==> src/rtl/argmax_sequencer_pkg.sv <==
// Shared definitions for the argmax front-end: FSM encoding and default sizes.
// Latency: n/a (definitions only).
// Backpressure: n/a.
package argmax_sequencer_pkg;

   localparam int DEFAULT_DATA_WIDTH  = 32;
   localparam int DEFAULT_CELL_AMOUNT = 4;

   typedef enum logic [1:0] {
      S_STREAM  = 2'd0,
      S_FLUSH   = 2'd1,
      S_CAPTURE = 2'd2,
      S_HOLD    = 2'd3
   } state_t;

endpackage

==> src/rtl/argmax_sequencer.sv <==
// Feeds a score stream into the argmax cell with self-generated indices and returns the winning class.
// Latency: res_valid rises 2 cycles after the closing beat is accepted.
// Backpressure: in_ready drops from vector close until the result is taken via res_ready.
module argmax_sequencer
   import argmax_sequencer_pkg::*;
#(
   parameter int DATA_WIDTH  = DEFAULT_DATA_WIDTH,
   parameter int CELL_AMOUNT = DEFAULT_CELL_AMOUNT,
   parameter int COUNT_WIDTH = 16
) (
   input  logic                   clk,
   input  logic                   rst_n,
   input  logic [DATA_WIDTH-1:0]  in_value,
   input  logic                   in_last,
   input  logic                   in_valid,
   output logic                   in_ready,
   output logic [DATA_WIDTH-1:0]  cell_index,
   output logic [DATA_WIDTH-1:0]  cell_value,
   output logic                   cell_enable,
   input  logic [DATA_WIDTH:0]    cell_result,
   output logic [DATA_WIDTH-1:0]  res_index,
   output logic                   res_valid,
   input  logic                   res_ready,
   output logic                   err_len,
   output logic                   err_cell,
   input  logic                   err_clr,
   output logic [COUNT_WIDTH-1:0] class_count
);

   localparam logic [DATA_WIDTH-1:0]  LAST_IDX  = DATA_WIDTH'(CELL_AMOUNT - 1);
   localparam logic [DATA_WIDTH-1:0]  IDX_ONE   = DATA_WIDTH'(1);
   localparam logic [COUNT_WIDTH-1:0] COUNT_ONE = COUNT_WIDTH'(1);

   state_t                 state_q, state_d;
   logic [DATA_WIDTH-1:0]  idx_q, idx_d;
   logic [DATA_WIDTH-1:0]  last_idx_q, last_idx_d;
   logic [DATA_WIDTH-1:0]  cell_index_q, cell_index_d;
   logic [DATA_WIDTH-1:0]  cell_value_q, cell_value_d;
   logic                   cell_enable_q, cell_enable_d;
   logic [DATA_WIDTH-1:0]  res_index_q, res_index_d;
   logic                   res_valid_q, res_valid_d;
   logic                   err_len_q, err_len_d;
   logic                   err_cell_q, err_cell_d;
   logic [COUNT_WIDTH-1:0] class_count_q, class_count_d;
   logic                   accept;
   logic                   at_last_idx;

   // Next-state and registered-output logic; sticky errors clear first so a new event wins.
   always_comb begin
      state_d       = state_q;
      idx_d         = idx_q;
      last_idx_d    = last_idx_q;
      cell_index_d  = cell_index_q;
      cell_value_d  = cell_value_q;
      cell_enable_d = 1'b0;
      res_index_d   = res_index_q;
      res_valid_d   = res_valid_q;
      err_len_d     = err_len_q & ~err_clr;
      err_cell_d    = err_cell_q & ~err_clr;
      class_count_d = class_count_q;
      in_ready      = rst_n && (state_q == S_STREAM);
      accept        = in_valid && in_ready;
      at_last_idx   = (idx_q == LAST_IDX);

      case (state_q)
         S_STREAM: begin
            if (accept) begin
               cell_enable_d = 1'b1;
               cell_value_d  = in_value;
               cell_index_d  = idx_q;
               if (in_last || at_last_idx) begin
                  // Forcing the top index makes the cell raise its flag on short vectors too.
                  cell_index_d = LAST_IDX;
                  last_idx_d   = idx_q;
                  idx_d        = '0;
                  state_d      = S_FLUSH;
                  if (in_last != at_last_idx) begin
                     err_len_d = 1'b1;
                  end
               end else begin
                  idx_d = idx_q + IDX_ONE;
               end
            end
         end
         S_FLUSH: begin
            state_d = S_CAPTURE;
         end
         S_CAPTURE: begin
            // The forced top index stands for the true position of the closing beat.
            if (cell_result[DATA_WIDTH-1:0] == LAST_IDX) begin
               res_index_d = last_idx_q;
            end else begin
               res_index_d = cell_result[DATA_WIDTH-1:0];
            end
            if (!cell_result[DATA_WIDTH]) begin
               err_cell_d = 1'b1;
            end
            res_valid_d = 1'b1;
            state_d     = S_HOLD;
         end
         S_HOLD: begin
            if (res_ready) begin
               res_valid_d   = 1'b0;
               class_count_d = class_count_q + COUNT_ONE;
               state_d       = S_STREAM;
            end
         end
         default: begin
            state_d = S_STREAM;
         end
      endcase
   end

   // State and output registers; reset discards any partial vector.
   always_ff @(posedge clk or negedge rst_n) begin
      if (!rst_n) begin
         state_q       <= S_STREAM;
         idx_q         <= '0;
         last_idx_q    <= '0;
         cell_index_q  <= '0;
         cell_value_q  <= '0;
         cell_enable_q <= 1'b0;
         res_index_q   <= '0;
         res_valid_q   <= 1'b0;
         err_len_q     <= 1'b0;
         err_cell_q    <= 1'b0;
         class_count_q <= '0;
      end else begin
         state_q       <= state_d;
         idx_q         <= idx_d;
         last_idx_q    <= last_idx_d;
         cell_index_q  <= cell_index_d;
         cell_value_q  <= cell_value_d;
         cell_enable_q <= cell_enable_d;
         res_index_q   <= res_index_d;
         res_valid_q   <= res_valid_d;
         err_len_q     <= err_len_d;
         err_cell_q    <= err_cell_d;
         class_count_q <= class_count_d;
      end
   end

   assign cell_index  = cell_index_q;
   assign cell_value  = cell_value_q;
   assign cell_enable = cell_enable_q;
   assign res_index   = res_index_q;
   assign res_valid   = res_valid_q;
   assign err_len     = err_len_q;
   assign err_cell    = err_cell_q;
   assign class_count = class_count_q;

endmodule

==> config.mk <==
export PLATFORM = sky130hd
export DESIGN_NAME = argmax_sequencer
export DESIGN_NICKNAME = d
export VERILOG_FILES = /design/src/rtl/argmax_sequencer_pkg.sv /design/src/rtl/argmax_sequencer.sv
export SDC_FILE = /design/constraint.sdc
export NUM_CORES = 1
export LEC_CHECK = 0
export CAP_MARGIN = 20
export CORE_MARGIN = 2
export CORE_UTILIZATION = 45
export DETAILED_ROUTE_END_ITERATION = 10
export HOLD_SLACK_MARGIN = 0.03
export PLACE_DENSITY = 0.75
export SLEW_MARGIN = 20
export SYNTH_ARGS = -nofsm -noshare
export SYNTH_HDL_FRONTEND = slang
export SYNTH_SLANG_ARGS = --single-unit
==> constraint.sdc <==
create_clock -name clk -period 6.6 [get_ports clk]
set_input_delay 0.66 -clock clk [delete_from_list [all_inputs] [get_ports clk]]
set_output_delay 0.66 -clock clk [all_outputs]
set_load 0.01 [all_outputs]
==> metrics, run 1 <==
status completed; final setup fails 0; initial antenna violation count 0; Ys Warns 0; Final WS setup 3229 ps; Synth Flop Type dfrtp_1; TritonCTS Buffers 17; Mapped Avg Cell Area 9.958 um2; grt met1 use 29.50%; Synth cell types 42; top cell type's share of synthesized area 58.94%; FP Rows 47; ant diodes 0; Tmin final 3371 ps; Starting Density 46.27%; Pwr Total 3697 uW; worst r2r path cells 7; drt total wl 19.86 mm; Hold Vio Cnt, Final 0; global route hottest layer met2; antenna-violating nets left 0; hold-fix buffers at CTS 0; Resized cells post-CTS 0; share of cells above drive strength 1 8.568%; FMAX 296.7 MHz; pin count of the biggest net entering global routing 84; setup TNS 0 ps; All-Layer GR Usage 22.55%; mux cell area share after synthesis 5.068%; CTS Root Cell clkbuf_16; top-level port count 188; combinational family with the most area after synthesis simple AND/OR/NAND/NOR gates; post-synthesis register bit count 182; Max FO, Critical Path 32; TritonCTS clock tree built; first-pass GRT wire length 32.35 mm; Vias 6278; vias in the first global route 6209; worst skew pair latency 440 ps; hold slack 121.3 ps; drt initial violations 543; WP data arrival 3690 ps; min-delay worst type in -> async; met2 usage 36.35%; Synth area leaders dfrtp_1 59%, nand2_1 9.0%, mux2_2 4.8%; xor-xnor portion of the synthesized cell area 3.174%; EDFF count, synth 0; r2r startpoint idx_q[13]; RSZ-0062 raised after global routing false; period utilisation layout 51.07%; Cells after Synth 776; area of the mapped netlist 7727 um2; Max Cap Viol 0; Post-synth top cells 186 x nand2_1, 182 x dfrtp_1, 71 x a21oi_1; clock skew 10.07 ps; met3 usage 6.456%; Leakage 0.004725 uW; kind of critical path reg -> reg; # fillers 1420; Post-Synth Simple-Gate Area 21.18%; FFs w/ async S/R, synth 100.0%; P&R area growth vs syn 34.57%; DRC Markers 0; Place WS 3267 ps; Synth Area in Adders 1.295%; largest area contributor in the netlist dfrtp_1; DR vias/cell 5.334; CP endpoint kind flop; capturing point of the worst reg2reg path last_idx_q[31]; Routability Congestion 0.8440; die width 135.0 um; most common cell in the netlist nand2_1; Port Buffers 187; Core ar. 16700 um2; count of pins over their slew limit 0; Pwr per Cell Area 355.5 nW/um2; post-CTS setup buffers 0; Sink Count 182; Max Root-Sink Buffers 2; htree depth 4; Worst-path clk slew 70 ps; die height 135.0 um; Nets 1023; DP HPWL 13.52 mm; Die Area 18240 um2; Slew HR 43.37%; post-synthesis compound-gate area fraction 7.432%; Worst-Margin Slew 849.5 ps; maximum vdd drop 0.1938 mV; post-synth net total 855; sequential-to-total area share from yosys stat 58.94%; routed len/inst 16.87 um; Worst Setup Start Kind flop; Congestion Overflow GR 0; DRT Pass-1 Iters 5; worst path required time 6920 ps; register-to-register setup slack 3230 ps
[routing by layer]
metal  share of wire (%)  routed length (um)  vias to the layer above
met5                   0                   0                        -
met4                 2.0                 392                        0
met3                 7.4                1465                       37
met2                  48                9494                      216
met1                  43                8503                     3060
li1                    -                   -                     2965
[kinds of logic (layout without fill, tap and decap cells)]
group | count (synthesis) | count (layout)
simple gates | 362 | 362
flops | 182 | 182
compound gates | 105 | 105
buf+inv | 56 | 237
mux | 35 | 35
xor+xnor | 28 | 28
fa+ha+maj | 8 | 8
[worst max-delay path by stage]
stage	startpoint	end	slack (ps)	depth (start not counted)
finish	idx_q[13]	last_idx_q[31]	3230	7
CTS	idx_q[13]	last_idx_q[20]	3230	7
global placement	in_valid	idx_q[31]	3290	8
global route	idx_q[13]	last_idx_q[27]	3010	7
detailed placement	in_valid	idx_q[31]	3270	8
floorplan	idx_q[13]	last_idx_q[0]	3800	8
[worst max-delay path: stages, from the launching register on]
cell and delay, ps:
dfrtp_1 470, or4_1 530, nor4_1 230, nand4_1 170
ha_1 430, nor2_4 560, buf_4 460, mux2_2 380
[report_power, final]
| part | internal (uW) | switching (uW) |
|---|---|---|
| Sequential | 1360 | 165 |
| Clock | 607 | 464 |
| Combinational | 568 | 531 |
[cell type report]
cell class              instances  area (um2)  share of cell area, %
flip-flops and latches        182        4554                  43.80
inverters                      12       46.29                 0.4452
multi-input cells             538        2980                  28.66
clock buffers                  17       425.4                  4.091
well taps                     220       275.3                  2.647
clock inverters                15       192.7                  1.853
repair buffers                193        1924                  18.51
[sequential cells by signal, summed over array words and instances (netlist names), 2 cells and up]
name         flops
state_q          2
cell_value      32
idx_q           32
res_index       32
last_idx_q      32
cell_index      32
class_count     16
[metrics by stage]
stage                     std cells  util [%]  area (um2)
final                          1177     62.26       10400
after global routing           1177     62.26       10400
after CTS                      1177     62.18       10390
after detailed placement       1145     58.48        9767
after global placement         1145     58.47        9764
after floorplan                 776         -        7727
[cell usage in the layout (no fill, tap or decap), types with 6 or more instances in the layout]
cell type / netlist / layout
a21oi_1: 71 / 71
and4_1: 8 / 8
clkbuf_16: 0 / 17
clkdlybuf4s50_1: 0 / 186
dfrtp_1: 182 / 182
ha_1: 8 / 6
inv_1: 11 / 11
mux2_2: 33 / 33
nand2_1: 186 / 186
nand3_1: 52 / 51
nand4_1: 14 / 14
nor2_1: 52 / 51
nor4_1: 18 / 18
o21ai_0: 15 / 15
or3_1: 8 / 8
xnor2_1: 19 / 19
xor2_1: 9 / 9
No activity file was read; power rests on OpenSTA's default activity.
==> run 2: changes to the inputs <==
==> constraint.sdc (replaced) <==
create_clock -name clk -period 3.39 [get_ports clk]
set_input_delay 0.339 -clock clk [delete_from_list [all_inputs] [get_ports clk]]
set_output_delay 0.339 -clock clk [all_outputs]
set_load 0.01 [all_outputs]
==> run 2 against run 1 <==
  * Combinational power is 95% higher
  * Die area stayed put
  * Critical path type unchanged
  * Clock skew hardly changed
  * Utilization is 0.49 points higher
  * Critical path depth stayed put
  * Cell area is 0.79% higher
  * Largest cell class unchanged
  * Via count is 0.19% higher
  * Cell count is 0.42% higher
  * Register-to-register slack worse by 2600 ps
  * Non-clock buffer count is 5 higher
  * Sequential power is 94% higher
  * Largest power group unchanged
==> metrics, run 2 (same netlist as run 1, synthesis figures left out) <==
crit-path cells or4_1 -> nor4_1 -> nand4_1 -> ha_1 -> nor2_4 -> buf_4 -> mux2_2; kind of critical path reg -> reg; Congestion Overflow GR 0 (unchanged); final std cells w/o fill 1182 (+0.42%); P&R area growth vs syn 35.64%; Slew HR 38.86% (-4.5 points); commonest non-fill, non-tap cells in the layout 186 x nand2_1, 186 x clkdlybuf4s50_1, 182 x dfrtp_1, 71 x a21oi_1; maximum vdd drop 0.3950 mV (+100%); antenna-violating nets left 0 (unchanged); CP endpoint kind flop; Routability Congestion 0.8642 (+2.4%); DRC Markers 0 (unchanged); Resized cells post-CTS 0 (unchanged); top-level port count 188 (unchanged); RSZ-0062 raised after global routing false; Leakage 0.004777 uW (+1.1%); TritonCTS clock tree built; Worst-path clk slew 70 ps (about the same); final setup fails 0 (unchanged); min-delay worst type in -> async; period utilisation layout 81.98% (+31 points); DRT Pass-1 Iters 5 (unchanged); pin count of the biggest net entering global routing 78 (-7.1%); Vias 6290 (+0.19%); All-Layer GR Usage 22.66% (+0.11 points); Bufs and invs on worst path 1 (unchanged); worst path required time 3700 ps (-3220 ps); drt total wl 19.84 mm (about the same); DP HPWL 13.67 mm (+1.2%); die height 135.0 um (unchanged); routed len/inst 16.79 um (-0.48%); FMAX 359.8 MHz (+21%); status completed; count of pins over their slew limit 0 (unchanged); htree depth 4 (unchanged); total placed cells including tap cells 1150 (+0.44%); Sink Count 182 (unchanged); hold slack 54.25 ps (-67.09 ps); Core ar. 16700 um2 (unchanged); post-CTS setup buffers 0 (unchanged); TritonCTS Buffers 17 (unchanged); drt initial violations 521 (-4.1%); WP data arrival 3090 ps (-600 ps); share of cells above drive strength 1 8.940% (+0.37 points); die width 135.0 um (unchanged); ant diodes 0 (unchanged); CTS Root Cell clkbuf_16; Worst Setup Start Kind flop; FP Rows 47 (unchanged); family with the most delay on the worst path simple AND/OR/NAND/NOR gates; Hold Vio Cnt, Final 0 (unchanged); Starting Density 46.27% (unchanged); Max FO, Critical Path 25 (-22%); Worst-Margin Slew 917.1 ps (+67.58 ps); CP max stage delay 520 ps (-40 ps); Port Buffers 187 (unchanged); DR vias/cell 5.321 (-0.23%); Finished Cell Area 10480 um2 (+0.79%); vias in the first global route 6280 (+1.1%); first-pass GRT wire length 32.47 mm (+0.36%); Nets 1028 (+0.49%); setup TNS 0 ps (unchanged); initial antenna violation count 0 (unchanged); clock skew 10.47 ps (+0.3978 ps); critical path's slowest cell or4_1; hold-fix buffers at CTS 0 (unchanged); Max Root-Sink Buffers 2 (unchanged); worst skew pair latency 430 ps (about the same); Cell Area, Placed 9802 um2 (+0.36%); Pwr per Cell Area 699.5 nW/um2 (+97%); Tmin final 2779 ps (-591.6 ps); Die Area 18240 um2 (unchanged); Max Cap Viol 0 (unchanged)
[run 2: worst paths after layout]
| path | from | end | slack [ps] | cells after the start |
|---|---|---|---|---|
| setup / recovery | idx_q[13] | last_idx_q[31] | 610 | 7 |
| hold / removal | rst_n | last_idx_q[23] | 50 | 2 |
| setup reg to reg | idx_q[13] | last_idx_q[31] | 610 | 7 |
| hold reg to reg | cell_index[19] | cell_index[19] | 460 | 2 |
| max in group asynchronous | rst_n | cell_index[7] | 2010 | 3 |
| min in group clk | in_value[20] | cell_value[20] | 430 | 3 |
[run 2: final cells by class]
cell class / count / area [um2]
Tap cell: 220 / 275.3
Sequential cell: 182 / 4554
Timing Repair Buffer: 198 / 1958
Inverter: 12 / 46.29
Fill cell: 1384 / 6220
Clock inverter: 15 / 244.0
Clock buffer: 17 / 425.4
Multi-Input combinational cell: 538 / 2978
[run 2: layer usage]
metal  vias up  wire [um]  GRT usage [%]  part of all wire (%)
met4         0        265          7.407                   1.3
met2       210       9680          36.83                    49
met3        23       1438          6.456                   7.2
met1      3072       8461          29.46                    43
met5         -          0              0                     0
li1       2985          -              -                     -
[run 2: power by group]
group	internal, uW	leakage, uW	switching (uW)	total [uW]
sequential	2650	0.00236	317	2970
combinational	1110	0.00209	1040	2150
clock	1330	0.000321	886	2220
[run 2: worst reg2reg max path, cell delays in order (launching register included)]
cell and delay (ps):
dfrtp_1 460, or4_1 520, nor4_1 230, nand4_1 160
ha_1 410, nor2_4 180, buf_4 320, mux2_2 390
[run 2: metrics by stage]
stage | setup WS [ps] | util, % | total power [uW]
floorplan | 593.8 | - | 3927
global placement | 670.9 | 58.69 | 5103
detailed placement | 613.9 | 58.69 | 5150
CTS | 610.2 | 62.70 | 7389
global route | 370.7 | 62.76 | 7747
finish | 610.9 | 62.76 | 7332
==> run 3: changes to the inputs <==
==> constraint.sdc (replaced) <==
create_clock -name clk -period 2.62 [get_ports clk]
set_input_delay 0.262 -clock clk [delete_from_list [all_inputs] [get_ports clk]]
set_output_delay 0.262 -clock clk [all_outputs]
set_load 0.01 [all_outputs]
==> run 3 against run 2 <==
  * Cell area about the same
  * Via count shrank 0.84%
  * Maximum frequency rose by 13%
  * Non-clock buffer count up 11
  * First-iteration DRC count decreased by 15%
  * Combinational power up 31%
  * Sequential cell count did not move
  * Clock skew grew 1.6 ps
==> metrics, run 3 (same netlist as run 1, synthesis figures left out) <==
drt initial violations 443 (-15%); vias in the first global route 6238 (-0.67%); clock skew 12.02 ps (+1.555 ps); Max FO, Critical Path 39 (+56%); Worst-path clk slew 70 ps (about the same); pin count of the biggest net entering global routing 183 (+130%); Sink Count 182 (unchanged); antenna-violating nets left 0 (unchanged); Worst-Margin Slew 935.8 ps (+18.74 ps); multi-input combinational cell area 2968 um2 (-0.34%); Hold Vio Cnt, Final 0 (unchanged); FP Rows 47 (unchanged); CTS Root Cell clkbuf_16; final setup fails 0 (unchanged); Vias 6237 (-0.84%); period utilisation layout 93.83% (+12 points); TritonCTS Buffers 17 (unchanged); Resized cells post-CTS 0 (unchanged); commonest non-fill, non-tap cells in the layout 186 x nand2_1, 186 x clkdlybuf4s50_1, 182 x dfrtp_1, 71 x a21oi_1; top-level port count 188 (unchanged); min-delay worst type in -> async; routed len/inst 16.23 um (-3.3%); Die Area 18240 um2 (unchanged); Place WS 196.4 ps (-417.4 ps); DRC Markers 0 (unchanged); FF+latch area 4554 um2 (unchanged); FMAX 406.8 MHz (+13%); TritonCTS clock tree built; Port Buffers 187 (unchanged); initial antenna violation count 0 (unchanged); Routability Congestion 0.9072 (+5.0%); Congestion Overflow GR 0 (unchanged); maximum vdd drop 0.6652 mV (+68%); DRT Pass-1 Iters 5 (unchanged); htree depth 4 (unchanged); die height 135.0 um (unchanged); Max Cap Viol 0 (unchanged); worst skew pair latency 440 ps (about the same); count of pins over their slew limit 0 (unchanged); kind of critical path reg -> reg; DR vias/cell 5.228 (-1.8%); ant diodes 0 (unchanged); status completed; share of cells above drive strength 1 9.969% (+1.0 points); Pwr per Cell Area 867.2 nW/um2 (+24%); utilization after layout 62.77% (about the same); Tmin final 2458 ps (-320.7 ps); Leakage 0.004795 uW (+0.38%); Starting Density 46.27% (unchanged); Final WS setup 161.5 ps (-449.3 ps); first-pass GRT wire length 31.51 mm (-3.0%); Core ar. 16700 um2 (unchanged); Pwr Total 9090 uW (+24%); post-CTS setup buffers 0 (unchanged); P&R area growth vs syn 35.65% (about the same); Worst Setup Start Kind flop; hold-fix buffers at CTS 0 (unchanged); worst path required time 2940 ps (-760 ps); hold slack 73.14 ps (+18.88 ps); Max Root-Sink Buffers 2 (unchanged); WP data arrival 2780 ps (-310 ps); All-Layer GR Usage 22.02% (-0.64 points); Nets 1039 (+1.1%); Slew HR 37.61% (-1.2 points); RSZ-0062 raised after global routing false; DP HPWL 13.51 mm (-1.2%); CP endpoint kind flop; die width 135.0 um (unchanged); # fillers 1389 (+0.36%); setup TNS 0 ps (unchanged); drt total wl 19.36 mm (-2.4%)
[run 3: cell types whose count changed in the layout (fill, tap and decap cells not counted), moves of 2 or more]
cell	change
clkinv_4	+2
buf_4	+8
bufinv_16	-5
inv_6	+3
buf_12	+3
[run 3: worst paths after layout]
kind / startpoint / endpoint / slack [ps] / cells past startpoint
setup / recovery: idx_q[12] / last_idx_q[25] / 160 / 7
hold / removal: rst_n / res_index[20] / 70 / 2
setup reg to reg: idx_q[12] / last_idx_q[25] / 160 / 7
hold reg to reg: cell_index[22] / cell_index[22] / 470 / 2
max in group asynchronous: rst_n / cell_value[31] / 1910 / 2
min in group clk: in_value[14] / cell_value[14] / 340 / 3
[run 3: worst max-delay path, cell delays in order, from the launching register on]
cell,delay (ps)
dfrtp_1,370
or4_1,510
nor4_1,240
nand4_1,180
ha_1,280
nor2_4,150
buf_12,230
mux2_2,360
[run 3: report_power, final]
| part | switching (uW) | internal, uW |
|---|---|---|
| sequential | 396 | 3430 |
| clock | 1190 | 1250 |
| combinational | 1350 | 1470 |
| total | 2940 | 6150 |
[run 3: per-stage QoR]
step / instances / cell area, um2
after global routing: 1193 / 10480
after global placement: 1161 / 9920
after detailed placement: 1161 / 9920
after CTS: 1193 / 10480
after floorplan: 776 / 7734
final: 1193 / 10480
[run 3: layer usage]
metal	GRT usage [%]	up-vias	wire [um]
met5	0	-	0
met4	6.944	0	275
met3	6.682	24	1377
met2	36.38	199	9367
met1	27.96	3006	8339
li1	-	3008	-
[run 3: final cells by class]
class / instances / area share [%]
clock buffers: 17 / 4.058
clock inverters: 15 / 1.313
repair buffers: 209 / 19.80
well taps: 220 / 2.626
inverters: 12 / 0.4416
multi-input cells: 538 / 28.31
flip-flops and latches: 182 / 43.45
